==> config.mk <==
export PLATFORM = sky130hd
export DESIGN_NAME = reaction_game_core_flat
export DESIGN_NICKNAME = d
export VERILOG_FILES = /design/src/rtl/reaction_game_core_if.sv /design/src/rtl/reaction_game_core.sv /design/src/flat_wrapper.sv
export SDC_FILE = /design/constraint.sdc
export NUM_CORES = 1
export LEC_CHECK = 0
export CORE_ASPECT_RATIO = 1.75
export CORE_UTILIZATION = 45
export DETAILED_ROUTE_END_ITERATION = 7
export PLACE_DENSITY_LB_ADDON = 0.25
export SLEW_MARGIN = 15
export SYNTH_ARGS = -nofsm -noshare
export SYNTH_HDL_FRONTEND = slang
export SYNTH_SLANG_ARGS = --single-unit
export TNS_END_PERCENT = 10
==> constraint.sdc <==
create_clock -name clk -period 6 [get_ports clk]
set_input_delay 1.5 -clock clk [delete_from_list [all_inputs] [get_ports clk]]
set_output_delay 1.5 -clock clk [all_outputs]
set_load 0.02 [all_outputs]
==> src/rtl/reaction_game_core_if.sv <==
// Player-facing bundle of the reaction game core: raw button in, digits/status out.
interface reaction_game_core_if;
  logic       btn;
  logic [3:0] tens;
  logic [3:0] ones;
  logic [1:0] state;
  logic       go;
  logic       false_start;
  logic       timeout;

  // Driver side (board / testbench): supplies the button, observes the game.
  modport master (
    output btn,
    input  tens, ones, state, go, false_start, timeout
  );

  // Game core side.
  modport slave (
    input  btn,
    output tens, ones, state, go, false_start, timeout
  );
endinterface

==> src/rtl/reaction_game_core.sv <==
// Reaction-timer game engine: button conditioning, game FSM, BCD reaction count.
module reaction_game_core #(
  parameter int unsigned TICK_DIV  = 100000,
  parameter int unsigned DEBOUNCE  = 50000,
  parameter int unsigned MIN_DELAY = 100,
  parameter int unsigned LOCKOUT   = 50,
  parameter logic [7:0]  SEED      = 8'hA5
) (
  input  logic                 clk,
  input  logic                 reset,
  reaction_game_core_if.slave  bus
);

  localparam int unsigned PRE_W = $clog2(TICK_DIV);
  localparam int unsigned DB_W  = $clog2(DEBOUNCE + 1);
  localparam int unsigned LK_W  = $clog2(LOCKOUT + 1);
  localparam int unsigned DLY_W = 10;

  typedef enum logic [1:0] {
    ST_START  = 2'd0,
    ST_READY  = 2'd1,
    ST_PLAY   = 2'd2,
    ST_FINISH = 2'd3
  } state_e;

  logic              s1_q, s1_d;
  logic              s2_q, s2_d;
  logic              db_q, db_d;
  logic              db_prev_q, db_prev_d;
  logic [DB_W-1:0]   dbc_q, dbc_d;
  logic [PRE_W-1:0]  pre_q, pre_d;
  logic [7:0]        lfsr_q, lfsr_d;
  logic [DLY_W-1:0]  delay_q, delay_d;
  logic [LK_W-1:0]   lock_q, lock_d;
  state_e            state_q, state_d;
  logic [3:0]        tens_q, tens_d;
  logic [3:0]        ones_q, ones_d;
  logic              go_q, go_d;
  logic              fs_q, fs_d;
  logic              to_q, to_d;

  logic              press_c;
  logic              tick_c;

  assign press_c = db_q & ~db_prev_q;
  assign tick_c  = (pre_q == PRE_W'(TICK_DIV - 1));

  // Button synchronizer, debouncer and free-running LFSR.
  always_comb begin
    s1_d      = bus.btn;
    s2_d      = s1_q;
    db_d      = db_q;
    dbc_d     = '0;
    db_prev_d = db_q;
    if (s2_q != db_q) begin
      if (dbc_q == DB_W'(DEBOUNCE - 1)) begin
        db_d  = s2_q;
        dbc_d = '0;
      end else begin
        dbc_d = dbc_q + DB_W'(1);
      end
    end
    lfsr_d = {lfsr_q[6:0], lfsr_q[7] ^ lfsr_q[5] ^ lfsr_q[4] ^ lfsr_q[3]};
  end

  // Game FSM next state, digit/flag updates, prescaler and lockout counter.
  always_comb begin
    state_d = state_q;
    tens_d  = tens_q;
    ones_d  = ones_q;
    fs_d    = fs_q;
    to_d    = to_q;
    delay_d = delay_q;
    lock_d  = lock_q;

    case (state_q)
      ST_START: begin
        if (press_c) begin
          state_d = ST_READY;
          tens_d  = 4'd0;
          ones_d  = 4'd0;
          fs_d    = 1'b0;
          to_d    = 1'b0;
          delay_d = DLY_W'(MIN_DELAY) + {2'b00, lfsr_q};
        end
      end
      ST_READY: begin
        // A press beats an expiry tick landing in the same cycle.
        if (press_c) begin
          state_d = ST_FINISH;
          tens_d  = 4'd9;
          ones_d  = 4'd9;
          fs_d    = 1'b1;
        end else if (tick_c) begin
          delay_d = delay_q - DLY_W'(1);
          if (delay_q == DLY_W'(1)) begin
            state_d = ST_PLAY;
          end
        end
      end
      ST_PLAY: begin
        // A press freezes the digits; a coincident tick is not counted.
        if (press_c) begin
          state_d = ST_FINISH;
        end else if (tick_c) begin
          if (tens_q == 4'd9 && ones_q == 4'd9) begin
            state_d = ST_FINISH;
            to_d    = 1'b1;
          end else if (ones_q == 4'd9) begin
            ones_d = 4'd0;
            tens_d = tens_q + 4'd1;
          end else begin
            ones_d = ones_q + 4'd1;
          end
        end
      end
      ST_FINISH: begin
        if (press_c && lock_q >= LK_W'(LOCKOUT)) begin
          state_d = ST_START;
        end else if (tick_c && lock_q < LK_W'(LOCKOUT)) begin
          lock_d = lock_q + LK_W'(1);
        end
      end
      default: begin
        state_d = ST_START;
      end
    endcase

    // Every state starts with a fresh tick phase and lockout count.
    if (state_d != state_q) begin
      lock_d = '0;
    end
    if (state_d != state_q || tick_c) begin
      pre_d = '0;
    end else begin
      pre_d = pre_q + PRE_W'(1);
    end

    go_d = (state_d == ST_PLAY);
  end

  // All state and output registers, synchronous reset.
  always_ff @(posedge clk) begin
    if (reset) begin
      s1_q      <= 1'b0;
      s2_q      <= 1'b0;
      db_q      <= 1'b0;
      db_prev_q <= 1'b0;
      dbc_q     <= '0;
      pre_q     <= '0;
      lfsr_q    <= SEED;
      delay_q   <= '0;
      lock_q    <= '0;
      state_q   <= ST_START;
      tens_q    <= 4'd0;
      ones_q    <= 4'd0;
      go_q      <= 1'b0;
      fs_q      <= 1'b0;
      to_q      <= 1'b0;
    end else begin
      s1_q      <= s1_d;
      s2_q      <= s2_d;
      db_q      <= db_d;
      db_prev_q <= db_prev_d;
      dbc_q     <= dbc_d;
      pre_q     <= pre_d;
      lfsr_q    <= lfsr_d;
      delay_q   <= delay_d;
      lock_q    <= lock_d;
      state_q   <= state_d;
      tens_q    <= tens_d;
      ones_q    <= ones_d;
      go_q      <= go_d;
      fs_q      <= fs_d;
      to_q      <= to_d;
    end
  end

  assign bus.tens        = tens_q;
  assign bus.ones        = ones_q;
  assign bus.state       = state_q;
  assign bus.go          = go_q;
  assign bus.false_start = fs_q;
  assign bus.timeout     = to_q;

endmodule

==> src/flat_wrapper.sv <==
// flat-port wrapper written by rule: the top's interface ports become plain ports
module reaction_game_core_flat 
#(
  parameter int unsigned TICK_DIV  = 100000,
  parameter int unsigned DEBOUNCE  = 50000,
  parameter int unsigned MIN_DELAY = 100,
  parameter int unsigned LOCKOUT   = 50,
  parameter logic [7:0]  SEED      = 8'hA5
)
  (clk, reset, bus_btn, bus_tens, bus_ones, bus_state, bus_go, bus_false_start, bus_timeout);
  reaction_game_core_if bus_i ();
  input  logic clk;
  input  logic reset;
  input wire logic [$bits(bus_i.btn)-1:0] bus_btn;
  output wire logic [$bits(bus_i.tens)-1:0] bus_tens;
  output wire logic [$bits(bus_i.ones)-1:0] bus_ones;
  output wire logic [$bits(bus_i.state)-1:0] bus_state;
  output wire logic [$bits(bus_i.go)-1:0] bus_go;
  output wire logic [$bits(bus_i.false_start)-1:0] bus_false_start;
  output wire logic [$bits(bus_i.timeout)-1:0] bus_timeout;
  assign bus_i.btn = bus_btn;
  assign bus_tens = bus_i.tens;
  assign bus_ones = bus_i.ones;
  assign bus_state = bus_i.state;
  assign bus_go = bus_i.go;
  assign bus_false_start = bus_i.false_start;
  assign bus_timeout = bus_i.timeout;
  reaction_game_core #(.TICK_DIV(TICK_DIV), .DEBOUNCE(DEBOUNCE), .MIN_DELAY(MIN_DELAY), .LOCKOUT(LOCKOUT), .SEED(SEED)) u_core (.clk(clk), .reset(reset), .bus(bus_i));
endmodule
---- After elaboration in Yosys (flattened, before gate mapping) ----
Cells that the tools add are included.
word-level totals
  flip-flop bits (word level) ............. 74
  bits of input ports ..................... 3
  output and inout port bits .............. 13
  logic and storage cells ................. 101
cells by class
  $add $sub $neg .......................... 7
  $lt $le $gt $ge ......................... 2
  equality and inequality tests ........... 20
  multiplexer cells ....................... 32
  bitwise gates (word level) .............. 7
  reductions and logical operators ........ 18
operators by type and width
  operator               count
  $mux 4                 10
  $mux 10                3
  $pmux 4 s3             2
  $pmux 10 s2            1
  $add 17x1->17 const B  1
  $eq 17x17->1 const B   1
  $add 16x1->16 const B  1
  $eq 16x16->1 const B   1
  $mux 2                 8
  $ne 2x1->1 const B     6
  $eq 10x1->1 const B    1
  $sub 10x1->10 const B  1
  $add 7x8->9 const A    1
  $add 4x1->4 const B    2
  $eq 4x4->1 const B     2
  $pmux 2 s4             1
  $reduce_and 7->1       1
  $add 6x1->6 const B    1
  $eq 2x2->1 const B     3
  $ge 6x6->1 const B     1
  $lt 6x6->1 const B     1
  $ne 2x2->1 const B     3
  $reduce_and 3->1       2
  $reduce_and 6->1       1
  18 further kinds       31

---- Logic depth before layout (Yosys ltp) ----
Gate-level depths: netlist of run 1.
  word-level depth ........................ 9
  mapped depth ............................ 10
  depth with buffers taken out ............ 7

---- Least setup slack after synthesis of run 1 ----
OpenSTA, ideal clock, no wires.
  kind .................................... reg2reg
  start point ............................. reg u_core.state_q[1] (netlist: u_core.bus.state[1])
  end point ............................... reg u_core.tens_q[2] (netlist: u_core.bus.tens[2])
  setup time .............................. 0.086 ns
  arrival ................................. 2.407 ns
  required time ........................... 5.914 ns
  path slack .............................. 3.506 ns
  stages on the path, launching flop included .. 10
  buffers on the path ..................... 2
  clock period less this slack ............ 2.494 ns
  cells stage by stage .................... dfxtp_1 > clkbuf_1 > inv_1 > ha_1 > buf_2 > nor2_1 > mux2i_2 > or3_4 > or4_1 > a221oi_2
between the ends
  cells in the longest elaborated chain, start to end .. 3
  elaborated cells between the ends (all ways) .. 12
  classes of those cells .................. eq/ne: 8; mux: 1; reduce/logical: 3
ends and longest elaborated chain
  element                                       line                       text
  start, declared                               reaction_game_core.sv:35   state_e state_q, state_d;
  start signal, assigned                        reaction_game_core.sv:170  state_q <= state_d;
  $eq 2x2->1 (tied with other cells)            reaction_game_core.sv:76   case (state_q)
  $ne 2x1->1 (no line) (tied with other cells)  n/a
  $reduce_and 7->1 (no line)                    n/a
  end signal, assigned                          reaction_game_core.sv:171  tens_q <= tens_d;
  end, declared                                 reaction_game_core.sv:36   logic [3:0] tens_q, tens_d;
Parallel ways exist; a longest one is shown, timed or not.
A chain may end at the register's enable or synchronous reset.

---- Final worst setup path of run 1 ----
  start point ............................. reg u_core.state_q[1] (netlist: u_core.bus.state[1])
  end point ............................... out bus_state[1]
RTL lines
  element        line                text
  end, declared  flat_wrapper.sv:17  output wire logic [$bits(bus_i.state)-1:0] bus_state;
No word-level cell between the ends.

==> impl_metrics.json, run 1 <==
{
  "status": "finished, final reports clean",
  "drive_gt1_share_pct": 6.013,
  "swShare_pct": 22.54,
  "fmax_ghz": 0.3308,
  "critical_path_class": "reg -> out",
  "insertion_delay_ns": 0.33,
  "dp_hpwl_um": 5854,
  "cp.arrival_ns": 1.52,
  "cp_top_family": "buffers and inverters",
  "syn_area_sq_mm": 0.003800,
  "antenna_found_initial": 0,
  "multiInputGateArea_sq_mm": 0.002172,
  "wl_per_cell_um": 14.97,
  "synth-seq-cells": 74,
  "min_from": "u_core.lfsr_q[1]$_SDFF_PP0_",
  "die_area_sq_mm": 0.008830,
  "core-area_sq_mm": 0.008258,
  "ys_types": 62,
  "hold_viol": 0,
  "setup.worst_path.end_class": "primary output",
  "port_buffers": 15,
  "worstPathMaxFanout": 11,
  "area_delta_synth_final_pct": 12.48,
  "grt_max_degree": 26,
  "period_needed_ns": 3.023,
  "ant_nets": 0,
  "place_area_sq_mm": 0.003994,
  "combPwrFrac_pct": 7.3,
  "path_cells": "clkdlybuf4s50_1",
  "fill_cells": 796,
  "max-slew-margin-rel_pct": 56.72,
  "setup_ws_ns": 2.977,
  "post-place-ws_ns": 2.822,
  "synthArstFlopShare_pct": 0,
  "min_path_type": "reg -> reg",
  "stdcell_area_sq_mm": 0.004274,
  "worst-path-buf-inv": 1,
  "clk_pin_slew_ns": 0.06,
  "cts_resized": 0,
  "dr_total_vias": 3135,
  "setup_viol_count_final": 0,
  "pwr-share-seq_pct": 46.5,
  "vias_per_cell": 5.795,
  "max_cap_violations": 0,
  "cp.required_ns": 4.50,
  "die_h_um": 123.6,
  "cpPeakStageDelay_ns": 0.68,
  "ir_worst_vdd_uv": 170.3,
  "dp.cells": 525,
  "finalSetupTns_ns": 0,
  "syn_nets": 451,
  "grt_pass1_vias": 2981,
  "switchingPower_uw": 249.6,
  "syn_area_per_cell_sq_um": 8.776,
  "p_per_area_mw_per_mm2": 259.1,
  "rsz0062_at_grt": "no",
  "drt_wl_total_um": 8101,
  "yosysSeqAreaShare_pct": 38.99,
  "fin_util_pct": 51.76,
  "internal-power_uw": 858.0,
  "dr.pass1.iters": 5,
  "h-tree-depth": 3,
  "start_util_pct": 46.02,
  "cts_root_buf": "clkbuf_16",
  "post-cts-setup-buffers": 0,
  "track_usage_pct": 19.56,
  "grt_pass1_wl_um": 13440,
  "finalCritPeriodShare_pct": 50.38,
  "crit_start": "u_core.bus.state[1]$_SDFF_PP0_",
  "cts_buffer_depth": 2,
  "drc": 0,
  "skew_ns": 0.009095,
  "syn-instance-count": 433,
  "synth_edf_count": 0,
  "cts_buffers": 9,
  "std_cell_rows": 44,
  "grt_overflow": 0,
  "antenna_cells": 0,
  "report.final.slew_viol_count": 0,
  "slowest_stage": "clkdlybuf4s50_1",
  "tightest_slew_ns": 0.6472,
  "p_clk_share_pct": 46.2,
  "cts_tree": "done",
  "ctsHoldBuffers": 0,
  "synth_ff_type": "dfxtp_1",
  "drt_iter0_drc": 222,
  "leakage_nw": 1.510,
  "fin_cells": 541,
  "fin_nets": 462,
  "globalplace.congestion": 0.8024,
  "fp.dieW_um": 71.47,
  "cp-start-kind": "flip-flop",
  "numClockSinks": 74,
  "r2r-start": "u_core.bus.state[1]$_SDFF_PP0_",
  "final-seq-area_sq_mm": 0.001481,
  "synth_warnings": 0,
  "io_pins": 16
}
-- worst register-to-register path, cell delays in order, from the launching register on --
cell and delay [ns]:
dfxtp_1 0.41, inv_1 0.12, ha_1 0.58, inv_1 0.32, or3_1 0.52, o22a_1 0.35, or3_1 0.42, a21oi_1 0.14
-- flip-flops by register name, summed over array words and instances, names as in the netlist --
register and flops:
u_core.pre_q 17, u_core.dbc_q 16, u_core.delay_q 10, u_core.lfsr_q 8, u_core.lock_q 6, u_core.bus.ones 4
u_core.bus.tens 4, u_core.bus.state 2, u_core.bus.false_start 1, u_core.bus.go 1, u_core.bus.timeout 1, u_core.db_prev_d 1
u_core.db_prev_q 1, u_core.s1_q 1, u_core.s2_q 1
-- per-stage QoR --
step | hold slack (ns) | total power [mW]
2_1_floorplan | 0.3912 | 0.5834
3_3_place_gp | 0.4141 | 0.6039
3_5_place_dp | 0.4228 | 0.6064
4_1_cts | 0.4309 | 1.122
5_1_grt | 0.4530 | 1.150
6_report | 0.4278 | 1.108
-- path summary, 6_finish.rpt --
kind         cells after the start  slack [ns]                              to
max                              1        2.98                    bus_state[1]
min                              2        0.43     u_core.lfsr_q[2]$_SDFF_PP1_
max reg2reg                      7        3.09  u_core.delay_q[7]$_SDFFE_PP0P_
min reg2reg                      2        0.43     u_core.lfsr_q[2]$_SDFF_PP1_
-- power by group through the flow --
| stage | clock network (mW) | logic, mW | registers (mW) |
|---|---|---|---|
| after floorplan | 0 | 0.0570 | 0.526 |
| after global placement | 0 | 0.0782 | 0.526 |
| after detailed placement | 0 | 0.0805 | 0.526 |
| after CTS | 0.526 | 0.0808 | 0.515 |
| after global routing | 0.544 | 0.0889 | 0.517 |
| final | 0.512 | 0.0804 | 0.515 |
-- cells in the mapped netlist (5+ instances only) --
cell | instances | area share [%]
a31oi_1 | 5 | 0.82
a21oi_1 | 16 | 2.1
nor2b_1 | 9 | 1.5
nor2_1 | 63 | 6.2
xor2_1 | 19 | 4.4
and4_1 | 5 | 1.2
xnor2_1 | 24 | 5.5
dfxtp_1 | 74 | 39
nand4_1 | 10 | 1.6
nor3_1 | 14 | 1.8
nand3_1 | 23 | 3.0
nand2_1 | 25 | 2.5
o21ai_0 | 10 | 1.3
mux2i_1 | 5 | 1.3
inv_1 | 18 | 1.8
nor4b_1 | 5 | 1.2
buf_2 | 6 | 0.79
clkbuf_1 | 7 | 0.69
ha_1 | 15 | 4.9
and3_1 | 5 | 0.82
-- metal layers --
metal / share of wire (%) / GRT usage, % / wire length, um
met1: 41 / 21.57 / 3342
met4: 2.0 / 9.559 / 159
met3: 3.2 / 4.238 / 256
met2: 54 / 35.12 / 4343
met5: 0 / 0 / 0
-- area by class of cell --
| type | instances | share of cell area, % |
|---|---|---|
| Sequential cell | 74 | 34.66 |
| Multi-Input combinational cell | 325 | 50.82 |
| Tap cell | 92 | 2.693 |
| Timing Repair Buffer | 16 | 3.689 |
| Inverter | 18 | 1.581 |
| Clock buffer | 13 | 5.621 |
| Clock inverter | 3 | 0.9368 |
-- layout by cell type, fill, tap and decap left out, types with 4 or more instances in the layout --
cell type	count
a21oi_1	16
a31oi_1	5
and3_1	5
and4_1	5
clkbuf_1	4
clkbuf_16	9
clkdlybuf4s50_1	15
dfxtp_1	74
ha_1	15
inv_1	18
mux2i_1	5
nand2_1	25
nand3_1	23
nand3b_1	4
nand4_1	10
nor2_1	63
nor2b_1	9
nor3_1	14
nor4b_1	5
o21ai_0	10
o31ai_1	4
or3_1	4
xnor2_1	24
xor2_1	19
-- kinds of logic after synthesis --
kind of cell | synth area share (%)
flip-flops | 38.99
adder cells (fa/ha/maj) | 4.939
buffers and inverters | 3.852
XOR/XNOR | 9.911
AND/OR/NAND/NOR | 27.26
AO/OA/AOI/OAI | 13.37
multiplexers | 1.679
(Power assumes the default switching activity.)
==> run 2, diff against run 1 <==
Clock period 6 ns to 2.7 ns, I/O delays scaled along.
==> run 2 against run 1 <==
Final cell count up 1.1%. Routed wire length up 1.4%. Critical path depth up 6. Design area up 1.0%. Count of clock-buffer cells in the layout down 1. Clock power up 110%. Die area unchanged. Hold slack better by 0.0023 ns. Sequential share of layout area down 0.35 points. Combinational power up 130%. Total power up 120%. Sequential power up 120%. Largest cell class unchanged. Highest routed layer unchanged.
==> impl_metrics.json, run 2 (synthesis results as in run 1) <==
{
  "ctsHoldBuffers": 0,
  "cp-start-kind": "flip-flop",
  "ir_worst_vdd_uv": 424.9,
  "std_cell_rows": 44,
  "largest_reg_flops": 17,
  "cpPeakStageDelay_ns": 0.52,
  "cts_tree": "done",
  "cp.required_ns": 2.92,
  "largest_registers": "u_core.pre_q (17), u_core.dbc_q (16), u_core.delay_q (10)",
  "drt_iter0_drc": 152,
  "status": "finished, final reports clean",
  "grt_pass1_vias": 3064,
  "rrSetupSlack_ns": 0.25,
  "ant_nets": 0,
  "setup.worst_path.end_class": "flip-flop",
  "finalCritPeriodShare_pct": 90.67,
  "clk_pin_slew_ns": 0.06,
  "min_path_type": "reg -> reg",
  "area_delta_synth_final_pct": 13.63,
  "fmax_ghz": 0.4085,
  "post-cts-setup-buffers": 0,
  "largest_register": "u_core.pre_q",
  "p_per_area_mw_per_mm2": 560.1,
  "worstPathMaxFanout": 14,
  "numClockSinks": 74,
  "cp.arrival_ns": 2.67,
  "die_area_sq_mm": 0.008830,
  "crit_start": "u_core.bus.state[1]$_SDFF_PP0_",
  "insertion_delay_ns": 0.33,
  "grt_pass1_wl_um": 14030,
  "start_util_pct": 46.02,
  "cts_buffer_depth": 2,
  "finalSetupTns_ns": 0,
  "path_cells": "ha_1, nand4b_1, a2111oi_0, o21ai_0, o211ai_2, buf_4, nor2_1",
  "drt_wl_total_um": 8214,
  "setup_viol_count_final": 0,
  "r2r-start": "u_core.bus.state[1]$_SDFF_PP0_",
  "final_common_cell": "dfxtp_1",
  "cts_root_buf": "clkbuf_16",
  "die_h_um": 123.6,
  "dr_total_vias": 3107,
  "dr.pass1.iters": 4,
  "wl_per_cell_um": 15.02,
  "critPathCapture": "u_core.pre_q[8]$_SDFF_PP0_",
  "leakage_nw": 1.545,
  "power_mw": 2.418,
  "max_cap_violations": 0,
  "antenna_found_initial": 0,
  "io_pins": 16,
  "tightest_slew_ns": 0.5928,
  "vias_per_cell": 5.680,
  "grt_max_degree": 32,
  "port_buffers": 15,
  "globalplace.congestion": 0.8244,
  "cts_buffers": 9,
  "hold_viol": 0,
  "rsz0062_at_grt": "no",
  "r2r_cells": 7,
  "max-slew-margin-rel_pct": 59.92,
  "antenna_cells": 0,
  "core-area_sq_mm": 0.008258,
  "cts_resized": 0,
  "slowest_stage": "dfxtp_1",
  "report.final.slew_viol_count": 0,
  "layout_common_cells": "dfxtp_1 (74), nor2_1 (63), nand2_1 (25)",
  "drc": 0,
  "dp_hpwl_um": 5842,
  "drive_gt1_share_pct": 7.912,
  "fp.dieW_um": 71.47,
  "h-tree-depth": 3,
  "grt_overflow": 0,
  "critical_path_class": "reg -> reg",
  "worstReg2RegEnd": "u_core.pre_q[8]$_SDFF_PP0_",
  "skew_ns": 0.006099,
  "period_needed_ns": 2.448,
  "fin_nets": 469,
  "track_usage_pct": 20.40,
  "fin_util_pct": 52.29
}
-- run 2: power breakdown --
group          internal [mW]  leakage [nW]  switching, mW
sequential              1.12         0.600         0.0274
clock                  0.662         0.138          0.429
combinational         0.0779         0.807          0.104
total                   1.86          1.54          0.560
-- run 2: worst max-delay path: cells and delay by family (launching register included) --
| family | cells | cell delay [ns] |
|---|---|---|
| AOI/OAI and AO/OA | 3 | 0.85 |
| DFF | 1 | 0.52 |
| adders and majority gates | 1 | 0.47 |
| and+or+nand+nor | 2 | 0.26 |
| buffers and inverters | 1 | 0.22 |
-- run 2: layer usage --
| metal | wire length (um) | up-vias | part of all wire [%] | track usage [%] |
|---|---|---|---|---|
| met4 | 175 | 0 | 2.1 | 9.804 |
| met2 | 4284 | 40 | 52 | 36.37 |
| li1 | - | 1570 | - | - |
| met1 | 3530 | 1487 | 43 | 22.44 |
| met3 | 224 | 10 | 2.7 | 4.971 |
| met5 | 0 | - | 0 | 0 |
-- run 2: worst min-delay path by stage --
| stage | startpoint | to | slack (ns) | cells past startpoint |
|---|---|---|---|---|
| after floorplan | u_core.lfsr_q[1]$_SDFF_PP0_ | u_core.lfsr_q[2]$_SDFF_PP1_ | 0.39 | 2 |
| after global placement | u_core.lfsr_q[1]$_SDFF_PP0_ | u_core.lfsr_q[2]$_SDFF_PP1_ | 0.41 | 2 |
| after detailed placement | u_core.lfsr_q[1]$_SDFF_PP0_ | u_core.lfsr_q[2]$_SDFF_PP1_ | 0.42 | 2 |
| after CTS | u_core.lfsr_q[1]$_SDFF_PP0_ | u_core.lfsr_q[2]$_SDFF_PP1_ | 0.43 | 2 |
| after global routing | u_core.s1_q$_SDFF_PP0_ | u_core.s2_q$_SDFF_PP0_ | 0.47 | 1 |
| final | u_core.lfsr_q[1]$_SDFF_PP0_ | u_core.lfsr_q[2]$_SDFF_PP1_ | 0.43 | 2 |
-- run 2: through the flow --
stage	instance area, sq um	hold slack [ns]	instances	setup slack [ns]
2_1_floorplan	3800	0.3912	433	0.2063
3_3_place_gp	4046	0.4119	532	0.3717
3_5_place_dp	4046	0.4213	532	0.3216
4_1_cts	4318	0.4337	547	0.2568
5_1_grt	4318	0.4668	547	0.08329
6_report	4318	0.4301	547	0.2518
-- run 2: cell type report --
class | instances | area [sq um]
Sequential cell | 74 | 1481
Tap cell | 92 | 115.1
Inverter | 18 | 67.56
Clock inverter | 3 | 15.01
Timing Repair Buffer | 23 | 210.2
Multi-Input combinational cell | 325 | 2172
Fill cell | 775 | 3940
Clock buffer | 12 | 256.5
